==> config.mk <==
export PLATFORM = sky130hd
export DESIGN_NAME = spi_frame_arbiter
export DESIGN_NICKNAME = d
export VERILOG_FILES = /design/src/rtl/spi_pkg.sv /design/src/rtl/rr_arb2.sv /design/src/rtl/spi_frame_arbiter.sv
export SDC_FILE = /design/constraint.sdc
export NUM_CORES = 1
export LEC_CHECK = 0
export CAP_MARGIN = 20
export CORE_ASPECT_RATIO = 1.75
export CORE_MARGIN = 2
export CORE_UTILIZATION = 50
export CTS_CLUSTER_SIZE = 25
export DETAILED_ROUTE_END_ITERATION = 10
export PLACE_DENSITY = 0.87
export SLEW_MARGIN = 20
export SYNTH_ARGS = -nofsm -noshare
export SYNTH_HDL_FRONTEND = slang
export SYNTH_SLANG_ARGS = --single-unit
==> constraint.sdc <==
create_clock -name clk -period 5.1 [get_ports clk]
set_input_delay 1.275 -clock clk [delete_from_list [all_inputs] [get_ports clk]]
set_output_delay 1.275 -clock clk [all_outputs]
set_load 0.01 [all_outputs]
==> src/rtl/spi_pkg.sv <==
// Shared types and constants for the SPI frame arbiter: FSM encoding, grant codes
// and the helper that turns a phase length into a terminal counter value.
package spi_pkg;

    typedef enum logic [2:0] {
        StIdle,
        StSetup,
        StLoad,
        StWaitSent,
        StHold,
        StGap
    } state_t;

    localparam logic [1:0] GNT_NONE = 2'b00;
    localparam logic [1:0] GNT_A    = 2'b01;
    localparam logic [1:0] GNT_B    = 2'b10;

    // A phase that must span `cycles` clocks is shortened by one cycle, because its
    // neighbouring single-cycle state supplies the remaining clock. The result is
    // never shorter than one cycle.
    function automatic logic [7:0] phase_last(input int unsigned cycles);
        return (cycles > 32'd1) ? 8'(cycles - 32'd2) : 8'd0;
    endfunction

endpackage

==> src/rtl/rr_arb2.sv <==
// Two-input round-robin arbiter. The combinational grant favours the requester that
// was not granted last; the pointer only moves when the caller commits a grant.
module rr_arb2
    import spi_pkg::*;
(
    input  logic       clk,
    input  logic       rst_n,
    input  logic [1:0] i_req,
    input  logic       i_upd,
    output logic [1:0] o_gnt
);

    logic r_prefer_b;

    always_comb begin
        o_gnt = GNT_NONE;
        if (i_req[0] && (!i_req[1] || !r_prefer_b)) begin
            o_gnt = GNT_A;
        end else if (i_req[1]) begin
            o_gnt = GNT_B;
        end
    end

    always_ff @(posedge clk or negedge rst_n) begin
        if (!rst_n) begin
            r_prefer_b <= 1'b0;
        end else if (i_upd && (|i_req)) begin
            r_prefer_b <= o_gnt[0];
        end
    end

endmodule

==> src/rtl/spi_frame_arbiter.sv <==
// Arbitrates two byte-stream requesters onto one SPI device: owns chip select,
// feeds the byte transmitter one byte at a time and enforces setup/hold/gap timing.
module spi_frame_arbiter
    import spi_pkg::*;
#(
    parameter int unsigned CS_SETUP = 4,
    parameter int unsigned CS_HOLD  = 4
) (
    input  logic       clk,
    input  logic       rst_n,
    input  logic       req_a,
    input  logic       req_b,
    input  logic [7:0] data_a,
    input  logic [7:0] data_b,
    input  logic       valid_a,
    input  logic       valid_b,
    input  logic       last_a,
    input  logic       last_b,
    output logic       ready_a,
    output logic       ready_b,
    output logic [1:0] gnt,
    output logic       cs_n,
    output logic       busy,
    output logic       tx_rd_en,
    output logic [7:0] tx_data,
    input  logic       tx_sent
);

    // LOAD completes the setup window and WAIT_SENT starts the hold window, so the
    // counted phases are one cycle shorter than the parameters.
    localparam logic [7:0] SETUP_LAST = phase_last(CS_SETUP);
    localparam logic [7:0] HOLD_LAST  = phase_last(CS_HOLD);

    state_t      r_state;
    state_t      w_state_nxt;
    logic [7:0]  r_cnt;
    logic [7:0]  w_cnt_nxt;
    logic [1:0]  r_gnt;
    logic        r_cs_n;
    logic        r_tx_rd_en;
    logic [7:0]  r_tx_data;
    logic        r_last;
    logic        w_ready_a;
    logic        w_ready_b;
    logic        w_hs;
    logic [1:0]  w_arb_gnt;
    logic        w_arb_upd;

    assign w_arb_upd = (r_state == StIdle);

    rr_arb2 u_rr_arb2 (
        .clk   (clk),
        .rst_n (rst_n),
        .i_req ({req_b, req_a}),
        .i_upd (w_arb_upd),
        .o_gnt (w_arb_gnt)
    );

    always_comb begin
        w_state_nxt = r_state;
        w_cnt_nxt   = r_cnt;
        w_ready_a   = 1'b0;
        w_ready_b   = 1'b0;
        unique case (r_state)
            StIdle: begin
                if (req_a || req_b) begin
                    w_state_nxt = StSetup;
                    w_cnt_nxt   = 8'd0;
                end
            end
            StSetup: begin
                if (r_cnt == SETUP_LAST) begin
                    w_state_nxt = StLoad;
                    w_cnt_nxt   = 8'd0;
                end else begin
                    w_cnt_nxt = r_cnt + 8'd1;
                end
            end
            StLoad: begin
                w_ready_a = r_gnt[0] & valid_a;
                w_ready_b = r_gnt[1] & valid_b;
                if (w_ready_a || w_ready_b) begin
                    w_state_nxt = StWaitSent;
                end
            end
            StWaitSent: begin
                if (tx_sent) begin
                    w_state_nxt = r_last ? StHold : StLoad;
                end
            end
            StHold: begin
                if (r_cnt == HOLD_LAST) begin
                    w_state_nxt = StGap;
                    w_cnt_nxt   = 8'd0;
                end else begin
                    w_cnt_nxt = r_cnt + 8'd1;
                end
            end
            StGap: begin
                w_state_nxt = StIdle;
            end
            default: begin
                w_state_nxt = StIdle;
                w_cnt_nxt   = 8'd0;
            end
        endcase
    end

    assign w_hs = w_ready_a | w_ready_b;

    always_ff @(posedge clk or negedge rst_n) begin
        if (!rst_n) begin
            r_state    <= StIdle;
            r_cnt      <= 8'd0;
            r_gnt      <= GNT_NONE;
            r_cs_n     <= 1'b1;
            r_tx_rd_en <= 1'b0;
            r_tx_data  <= 8'd0;
            r_last     <= 1'b0;
        end else begin
            r_state    <= w_state_nxt;
            r_cnt      <= w_cnt_nxt;
            r_tx_rd_en <= w_hs;
            if (r_state == StIdle && w_state_nxt == StSetup) begin
                r_gnt  <= w_arb_gnt;
                r_cs_n <= 1'b0;
            end
            if (r_state == StHold && w_state_nxt == StGap) begin
                r_gnt  <= GNT_NONE;
                r_cs_n <= 1'b1;
            end
            if (w_hs) begin
                r_tx_data <= r_gnt[1] ? data_b : data_a;
                r_last    <= r_gnt[1] ? last_b : last_a;
            end
        end
    end

    assign ready_a  = w_ready_a;
    assign ready_b  = w_ready_b;
    assign gnt      = r_gnt;
    assign cs_n     = r_cs_n;
    assign busy     = (r_state != StIdle);
    assign tx_rd_en = r_tx_rd_en;
    assign tx_data  = r_tx_data;

endmodule

**After elaboration in Yosys (flattened, before gate mapping)**

Cells that the tools add are included.

- Bitwise gates (word level): 4
- Mux-type cells: 20
- Reduce and logical (&&, ||, !) cells: 16
- Add/sub/neg operators: 1
- Equal/unequal tests: 9

Operators with widths:

| operator | number |
|---|---|
| $mux W8 | 3 |
| $pmux W8 S3 | 1 |
| $mux W3 | 6 |
| $pmux W3 S5 | 1 |
| $eq A3 B3 Y1 const B | 3 |
| $add A8 B1 Y8 const B | 1 |
| $eq A8 B2 Y1 const B | 1 |
| $mux W2 | 4 |
| $eq A3 B1 Y1 const B | 2 |
| $eq A3 B2 Y1 const B | 2 |
| $mux W1 | 5 |
| $logic_and A1 B1 Y1 | 4 |
| $reduce_or A2 Y1 | 2 |
| $logic_not A3 Y1 | 1 |
| $logic_or A1 B1 Y1 | 3 |
| $reduce_bool A3 Y1 | 1 |
| $reduce_or A3 Y1 | 1 |
| $and A1 B1 Y1 | 2 |
| $logic_not A1 Y1 | 2 |
| $ne A2 B2 Y1 const B | 1 |
| $reduce_and A2 Y1 | 1 |
| $reduce_bool A2 Y1 | 1 |
| $not A1 Y1 | 1 |
| $or A1 B1 Y1 | 1 |

- Register bits: 25
- Output and inout bits: 15

**Longest topological paths before layout**

- Depth after elaboration: 8
- Gate-level depth with buffers: 7

**Hierarchy**

A second synthesis with hierarchy kept.

- Cells, all modules: 137
- Area total of the unflattened synthesis: 1336.3 µm²

By module, submodules not included:

| module | times used | cells an instance | area each (µm²) | seq. area each (µm²) |
|---|---|---|---|---|
| spi_frame_arbiter | 1 | 131 | 1281.2 | 601.8 |
| rr_arb2 | 1 | 6 | 55.1 | 25.0 |

**Least setup slack after synthesis**

Ideal clock, no wire load.

- Path type: input -> output
- From: input valid_a
- To: output ready_a
- Arrival time: 1504 ps
- Setup slack: 2321 ps
- Path buffers: 0
- Cell stages on the path: 2
- Path through: nand2_1 -> nor2_1

- Longest elaborated chain between the ends: 2

Ends and longest elaborated chain:

| item | RTL line | source |
|---|---|---|
| start, declared | spi_frame_arbiter.sv:15 | `input logic valid_a,` |
| $and A1 B1 Y1 | spi_frame_arbiter.sv:80 | `w_ready_a = r_gnt[0] & valid_a;` |
| $mux W1 | spi_frame_arbiter.sv:64 | `unique case (r_state)` |
| end, declared | spi_frame_arbiter.sv:19 | `output logic ready_a,` |

Every way passes these cells.

**Worst setup path in the final report**

- From: input valid_b
- To: output ready_b

- Longest elaborated chain between the ends: 2

Ends and longest elaborated chain:

| item | RTL line | source |
|---|---|---|
| start, declared | spi_frame_arbiter.sv:16 | `input logic valid_b,` |
| $and A1 B1 Y1 | spi_frame_arbiter.sv:81 | `w_ready_b = r_gnt[1] & valid_b;` |
| $mux W1 | spi_frame_arbiter.sv:64 |  |
| end, declared | spi_frame_arbiter.sv:20 | `output logic ready_b,` |

Every way passes these cells.

==> reports/metrics.yaml <==
status: "finished, final reports clean"
cp_common_cell: "clkdlybuf4s50_1"
synth_common_cells: "dfrtp_1, nor2_1, a21oi_1, mux2i_1, nand2_1"
ys_seq_elements: 25
gp_congestion: 0.818
setup_viol: 0
grt-ovfl-total: 0
rows: 25
coreArea_um2: 2630
post-route-worst-setup-slack_ns: 1.35
htreeDepth: 1
skew_ns: 0.00516
hold_viol_final: 0
reg2reg_to: "r_cnt[6]"
cts.sinks: 25
wirelength_mm: 3.20
power.density_nw_per_um2: 497
synthArstFlopShare_pct: 100
synth_fp_nets: 164
ys_types: 40
insertion_delay_ns: 0.28
drtIter0Drc: 55
root_buffer: "clkbuf_8"
r2r-start: "r_cnt[0]"
worst-path-max-fanout: 2
hp-start: "tx_data[7]"
hold_slack_ns: 0.533
yosysSeqAreaShare_pct: 46.4
netlist_area_um2: 1350
fin_cells: 199
slew_headroom_pct: 48.7
ctsHoldBuffers: 0
critPathTopFamily: "buffers and inverters"
tns_ns: 0
slowest_stage: "clkdlybuf4s50_1"
grt_pass1_vias: 1192
synth_most_common_cell: "dfrtp_1"
yosys.area.top_type: "dfrtp_1"
hold_path_class: "flop to flop"
tightest_slew_ns: 0.769
grtUsageTotal_pct: 22.4
netlist_top_cells_area: "dfrtp_1, mux2i_1, a21oi_1"
timing.final.crit_share_pct: 73.5
syn_avg_cell_area_um2: 9.86
grt_first_pass_wirelength_mm: 5.36
synth_ff_type: "dfrtp_1"
vdd_drop_max_mv: 0.263
cp.arrival_ns: 2.47
fin_crit_ns: 3.75
post_cts_resized: 0
synth_edf_count: 0
fin_util_pct: 67.3
placed_cells: 195
syn_inst: 137
drt-vias-per-instance: 5.92
cp-start-kind: "input pin"
yosysWarnings: 0
place_area_um2: 1730
io_pins: 40
worstSetupPathType: "input pin to primary output"
drive_gt1_share_pct: 8.72
drc_errors: 0
drv_slew: 0
maxCapViolations: 0
slowest_delay_ns: 0.54
crit_required_ns: 3.83
ff2ff_setup_slack_ns: 3.18
antenna_found_initial: 0
total_power_mw: 0.879
cts_buffers: 3
cts_tree: "built"
max_freq_mhz: 267
first_pass_iters: 4
diodes: 0
clock_path_buffers: 2
start_util_pct: 51.4
place_hpwl_mm: 2.43
clkTransAtPathRegs_ns: 0.08
area_growth_pct: 30.9
cp_cell_sequence: "clkdlybuf4s50_1 > nand2_1 > nor2_1 > clkdlybuf4s50_1"
whs_endpoint: "tx_data[7]"
design_area_um2: 1770
rsz0062_at_grt: "false"
path_buf_inv: 2
nets: 200
rr_worst_depth: 6
post_cts_buffers: 0
placement.io_buffers: 39
die_area_um2: 3150
dr_total_vias: 1178
dpl_worst_slack_ns: 1.36
synthDominantCellAreaShare_pct: 44.4
routedWlPerCell_um: 16.1
p_leak_nw: 0.757
hold_path_depth: 2
ant_nets: 0
crit_path_end_kind: "primary output"
die_w_um: 43.3
grt_max_degree: 26
die_h_um: 72.8
cell usage in the layout (no fill, tap or decap), types with 4 or more instances in the layout:
master,count
mux2i_1,9
inv_1,6
o22ai_1,4
nor2_1,18
nand2_1,8
a221o_1,4
nand3_1,4
clkdlybuf4s50_1,38
a21oi_1,14
dfrtp_1,24
per-layer routing:
metal | share of wire, % | global-route usage, % | vias up
met4 | 2.2 | 9.43 | 0
met5 | 0 | 0 | -
met2 | 55 | 42.1 | 61
li1 | - | - | 561
met3 | 7.7 | 2.72 | 7
met1 | 35 | 24.2 | 549
flip-flops by register name (all words and copies together), names as in the netlist:
name / cells
r_last: 1
tx_rd_en: 1
tx_data: 8
r_state: 3
r_cnt: 8
gnt: 2
u_rr_arb2.r_prefer_b: 1
cs_n: 1
cell type report:
class / count / area, µm²
clock buffer: 4 / 45.0
fill: 215 / 858
inverter: 6 / 22.5
multi-input combinational: 98 / 656
sequential: 25 / 627
tap: 27 / 33.8
timing repair buffer: 39 / 385
power by group:
part	total [mW]	switching [mW]	internal (mW)
logic	0.402	0.187	0.215
clock network	0.119	0.0625	0.0561
registers	0.358	0.0902	0.268
total	0.879	0.340	0.539
logic make-up (layout without fill, tap and decap cells):
logic type / count (synthesis) / count (layout) / synth area share (%)
fa+ha+maj: 2 / 2 / 1.85
flops: 25 / 25 / 46.4
simple gates: 46 / 46 / 18.7
compound gates: 37 / 37 / 18.5
xor+xnor: 3 / 3 / 1.94
mux: 10 / 10 / 7.50
buf+inv: 14 / 49 / 5.09
how the worst max path moves through the flow:
stage / startpoint / end / slack, ns / depth (start not counted)
finish: valid_b / ready_b / 1.35 / 4
global route: valid_b / ready_b / 1.29 / 4
CTS: valid_b / ready_b / 1.35 / 4
detailed placement: valid_b / ready_b / 1.36 / 4
global placement: valid_b / ready_b / 1.39 / 4
floorplan: valid_a / ready_a / 2.32 / 2
tightest hold or removal path, stage by stage, from the launching register on:
cell     delay, ns
dfrtp_1       0.35
nor2_1        0.05
a21oi_1       0.10
No activity file was read; power rests on OpenSTA's default activity.
